[src/rtl/enc83_pkg.sv]
// Shared types and code mapping for the 8-to-3 event encoder.
// Optional rotating priority: ENC83_ROUND_ROBIN_EN.
package enc83_pkg;

  typedef logic [7:0] req_vec_t;
  typedef logic [2:0] code_t;

  typedef enum logic {
    IDLE,
    OFFER
  } state_t;

  localparam code_t CODE_B0 = 3'b001;
  localparam code_t CODE_B1 = 3'b010;
  localparam code_t CODE_B2 = 3'b011;
  localparam code_t CODE_B3 = 3'b100;
  localparam code_t CODE_B4 = 3'b101;
  localparam code_t CODE_B5 = 3'b110;
  localparam code_t CODE_B6 = 3'b111;
  localparam code_t CODE_B7 = 3'b000;

  // Inverse of the 3-8 decode: bit i carries code (i+1) mod 8
  function automatic code_t idx_to_code(input logic [2:0] i);
    code_t c;
    unique case (i)
      3'd0: c = CODE_B0;
      3'd1: c = CODE_B1;
      3'd2: c = CODE_B2;
      3'd3: c = CODE_B3;
      3'd4: c = CODE_B4;
      3'd5: c = CODE_B5;
      3'd6: c = CODE_B6;
      default: c = CODE_B7;
    endcase
    return c;
  endfunction

endpackage

[src/rtl/encoder83_arb_prio_pick8.sv]
// Combinational 8-way picker: highest index first, or an upward
// wrapping search from start when ENC83_ROUND_ROBIN_EN is defined.
module prio_pick8
  import enc83_pkg::*;
(
  input  req_vec_t   elig,
  input  logic [2:0] start,
  output logic       found,
  output logic [2:0] idx,
  output req_vec_t   onehot
);

`ifdef ENC83_ROUND_ROBIN_EN
  logic [2:0] j;

  // Walk backwards so the last hit is the first in search order
  always_comb begin
    found = 1'b0;
    idx   = '0;
    j     = '0;
    for (int k = 7; k >= 0; k--) begin
      j = start + k[2:0];
      if (elig[j]) begin
        found = 1'b1;
        idx   = j;
      end
    end
    onehot = found ? (8'h01 << idx) : 8'h00;
  end
`else
  logic unused_start;
  assign unused_start = ^start;

  always_comb begin
    found = 1'b0;
    idx   = '0;
    for (int k = 0; k < 8; k++) begin
      if (elig[k]) begin
        found = 1'b1;
        idx   = 3'(k);
      end
    end
    onehot = found ? (8'h01 << idx) : 8'h00;
  end
`endif

endmodule

[src/rtl/encoder83_arb.sv]
// Registered 8-to-3 priority encoder with sticky pending requests.
// ENC83_ROUND_ROBIN_EN enables a rotating last-grant pointer.
module encoder83_arb
  import enc83_pkg::*;
#(
  parameter req_vec_t PEND_RESET = 8'h00
) (
  input  logic     clk,
  input  logic     rst_n,
  input  req_vec_t req,
  input  req_vec_t req_mask,
  output logic     out_valid,
  input  logic     out_ready,
  output code_t    out_code,
  output req_vec_t out_onehot,
  output req_vec_t pending
);

  state_t     state, state_n;
  logic       valid_n;
  code_t      code_n;
  req_vec_t   onehot_n;
  logic       fire;
  req_vec_t   clr;
  req_vec_t   elig;
  logic [2:0] start;
  logic       found;
  logic [2:0] win_idx;
  req_vec_t   win_oh;

  assign fire = out_valid & out_ready;
  assign clr  = fire ? out_onehot : 8'h00;
  // Registered pending only: a same-cycle req never competes here
  assign elig = pending & ~clr & req_mask;

`ifdef ENC83_ROUND_ROBIN_EN
  logic [2:0] last;

  always_ff @(posedge clk or negedge rst_n) begin
    if (!rst_n) begin
      last <= 3'd7;
    end else if (fire) begin
      last <= out_code - 3'd1;
    end
  end

  // Code of the granted bit equals its index + 1
  assign start = fire ? out_code : last + 3'd1;
`else
  assign start = 3'd0;
`endif

  prio_pick8 u_pick (
    .elig   (elig),
    .start  (start),
    .found  (found),
    .idx    (win_idx),
    .onehot (win_oh)
  );

  always_comb begin
    state_n  = state;
    valid_n  = out_valid;
    code_n   = out_code;
    onehot_n = out_onehot;
    unique case (state)
      IDLE: begin
        if (found) begin
          valid_n  = 1'b1;
          code_n   = idx_to_code(win_idx);
          onehot_n = win_oh;
          state_n  = OFFER;
        end
      end
      OFFER: begin
        if (fire) begin
          if (found) begin
            code_n   = idx_to_code(win_idx);
            onehot_n = win_oh;
          end else begin
            valid_n  = 1'b0;
            onehot_n = 8'h00;
            state_n  = IDLE;
          end
        end
      end
      default: state_n = IDLE;
    endcase
  end

  always_ff @(posedge clk or negedge rst_n) begin
    if (!rst_n) begin
      state      <= IDLE;
      pending    <= PEND_RESET;
      out_valid  <= 1'b0;
      out_code   <= 3'b000;
      out_onehot <= 8'h00;
    end else begin
      state      <= state_n;
      pending    <= (pending & ~clr) | req;
      out_valid  <= valid_n;
      out_code   <= code_n;
      out_onehot <= onehot_n;
    end
  end

endmodule

[config.mk]
export PLATFORM = sky130hd
export DESIGN_NAME = encoder83_arb
export DESIGN_NICKNAME = d
export VERILOG_FILES = /design/src/rtl/enc83_pkg.sv /design/src/rtl/encoder83_arb_prio_pick8.sv /design/src/rtl/encoder83_arb.sv
export SDC_FILE = /design/constraint.sdc
export NUM_CORES = 1
export LEC_CHECK = 0
export CAP_MARGIN = 15
export CORE_AREA = 5 5 59 61
export DETAILED_ROUTE_END_ITERATION = 6
export DIE_AREA = 0 0 64 66
export PLACE_DENSITY = 0.69
export SLEW_MARGIN = 20
export SYNTH_ARGS = -nofsm -noshare
export SYNTH_HDL_FRONTEND = slang
export SYNTH_SLANG_ARGS = --single-unit
[constraint.sdc]
create_clock -name clk -period 4.7 [get_ports clk]
set_clock_uncertainty 0.15 [all_clocks]
set_input_delay 0.47 -clock clk [delete_from_list [all_inputs] [get_ports clk]]
set_output_delay 0.47 -clock clk [all_outputs]
set_load 0.02 [all_outputs]
==> metrics.txt <==
Placeable Area 2930 um2; clock sink count 21; Congestion Overflow GR 0; Top Family by Delay on Critical Path buffers and inverters; crit-path cells clkdlybuf4s50_1 -> nand3_2 -> nand3_1 -> a32oi_1 -> a32oi_1 -> inv_1 -> ha_1 -> nor4_1 -> a311oi_1; CP Class primary input to register; Rel. slew slack 0.381; Worst EP arrival 2.70 ns; DR pass1 iterations 4; GP Congestion 0.779; Port-buffer cells 38; slowest cell on the critical path clkdlybuf4s50_1; Die Height 66 um; Synth area leader dfrtp_1; fin crit share 0.569; fmax 374 MHz; clock root buffer clkbuf_4; # IOs 39; Nets 154; reg2reg path depth 8; status complete, no violations; worst-path fanout max 11; Syn Inst Count 90; number of synthesized register bits 21; Clk pin slew, worst setup/hold paths 0.11 ns; Synthesized Nets 113; Die Wd 64 um; Area contributors post-synth dfrtp_1 49%, a22o_1 6.5%, a21o_1 6.2%, ha_1 4.6%, nand3_1 3.7%; Fin. Hold Viols 0; pin count of the biggest net entering global routing 22; ys async rst share 1.00; # DRC 0; CTS tree built; Max H-tree Level 1; layout cell share with drive strength beyond 1 0.0923; final wirelength 2.67 mm; DRT antenna net count 0; Synth Warn # 0; Buf/Inv on CP 2; Post-synth top flop dfrtp_1; register area share after synthesis 0.486; most frequent CP cell a32oi_1; cell depth of the worst setup path 9; first-pass GRT wire length 4.54 mm; n_diodes 0; Leakage 0.614 nW; initial antenna violation count 0; PnR Total Power 0.569 mW; Initial Util 0.370; Critical Path Max Stage Delay 0.72 ns; Tightest Pin Transition 0.926 ns; PD cells 376 nW/um2; Hold WC Path Type register to register; CTS buffer count 3; hold_buf cts 0; Synth top area share 0.486; DR vias/cell 5.26; buffer count from post-CTS setup fixing 0; Clock Tree Buf Depth 2; CP Launch Type primary input; Post-synth EDFFs 0; via count 857; DRT iter0 DRCs 25; RSZ-0062 raised after global routing no; Peak VDD IR 0.207 mV; vias in the first global route 945; Avg WL per Cell 16.4 um; setup TNS 0 ns; P&R area growth vs syn 39.8%; fill count 282; synth unique cells 30; # setup viols final 0; hold path depth 1; PostCTS Resize Cnt 0; Die ar. 4220 um2; Worst setup EP type register; Critical Path RT 4.72 ns; minimum clock period 2.67 ns; max-cap viol count 0; row count 20; max-slew violations 0; Cell Area, Synth 1080 um2; syn avg cell area 12.0 um2; total track usage 0.136; Clock Latency Late Sink 0.29 ns; fin util 0.517; Final HPWL DP 2.14 mm
==> logic make-up (layout without fill, tap and decap cells) <==
family	count (synthesis)	count (layout)	synth area share
AOI/OAI and AO/OA	30	30	0.246
adders and majority gates	4	4	0.0462
buffers and inverters	5	45	0.0277
DFF	21	21	0.486
muxes	2	2	0.0208
and+or+nand+nor	28	28	0.173
==> cell type report <==
class                           instances  area, um2  area share
Clock buffer                            3       22.5      0.0149
Clock inverter                          1       5.00     0.00331
Inverter                                3       11.3     0.00744
Multi-Input combinational cell         64        527       0.348
Sequential cell                        21        526       0.347
Tap cell                               33       41.3      0.0273
Timing Repair Buffer                   38        380       0.251
==> cells in the mapped netlist (2+ instances only) <==
library cell,number
dfrtp_1,21
a32oi_1,3
ha_1,4
a21o_1,9
nand3_1,8
inv_1,3
nand3_2,2
a22o_1,8
and2_1,5
a21oi_1,3
nand2_1,5
==> sequential cells by signal, indices dropped and copies added (netlist names) <==
register / count
state: 1
out_code: 3
out_onehot: 8
pending: 8
out_valid: 1
==> cells in the final DEF (no fill, tap or decap) <==
cell type        count
nand4bb_4            1
a32o_2               1
nor3_2               1
a21oi_1              3
clkdlybuf4s50_1     38
a21o_1               9
o211ai_1             1
nand2b_1             1
mux2_1               1
a32oi_1              3
a32oi_4              1
mux2_2               1
clkbuf_4             3
nand3_1              8
a311oi_1             1
o21ai_4              1
nor4_1               1
and2_1               5
ha_1                 4
nand3_2              2
and3_1               1
a31oi_1              1
a32o_1               1
nand2_1              5
and2b_1              1
inv_1                3
clkinv_2             1
a22o_1               8
and3b_1              1
nor3_1               1
dfrtp_1             21
==> worst reg2reg max path: stages (launching register included) <==
cell and delay (ns):
dfrtp_1 0.61, nand3_2 0.19, nand3_1 0.15, a32oi_1 0.10, a32oi_1 0.32, inv_1 0.12
ha_1 0.23, nor4_1 0.30, a311oi_1 0.08
==> power breakdown <==
| group | switching, mW | internal [mW] | leakage [nW] |
|---|---|---|---|
| logic | 0.118 | 0.119 | 0.362 |
| clock network | 0.0528 | 0.0317 | 0.0177 |
| registers | 0.0345 | 0.212 | 0.234 |
| total | 0.205 | 0.363 | 0.614 |
==> through the flow <==
step / hold slack, ns / cell area (um2) / worst slack (ns) / instances
2_1_floorplan: 0.0244 / 1080 / 2.58 / 90
3_3_place_gp: 0.326 / 1490 / 1.80 / 159
3_5_place_dp: 0.333 / 1490 / 1.68 / 159
4_1_cts: 0.362 / 1510 / 2.01 / 163
5_1_grt: 0.392 / 1510 / 1.75 / 163
6_report: 0.356 / 1510 / 2.03 / 163
==> final timing paths <==
kind	from	to	slack, ns
min in group asynchronous	rst_n	pending[0]$_DFF_PN0_	0.53
worst max register to register	out_valid$_DFFE_PN0P_	out_code[2]$_DFFE_PN0P_	2.33
max in group asynchronous	rst_n	pending[7]$_DFF_PN0_	3.31
worst min-delay path	pending[6]$_DFF_PN0_	pending[6]$_DFF_PN0_	0.36
worst min register to register	pending[6]$_DFF_PN0_	pending[6]$_DFF_PN0_	0.36
worst max-delay path	out_ready	out_code[2]$_DFFE_PN0P_	2.03
==> per-layer routing <==
layer	routed length [um]	GRT usage	vias to the layer above
met3	131	0.0374	2
met1	1220	0.173	408
met5	0	0	-
met4	12	0.0494	0
li1	-	-	427
met2	1310	0.217	20
No activity file was read; power rests on OpenSTA's default activity.
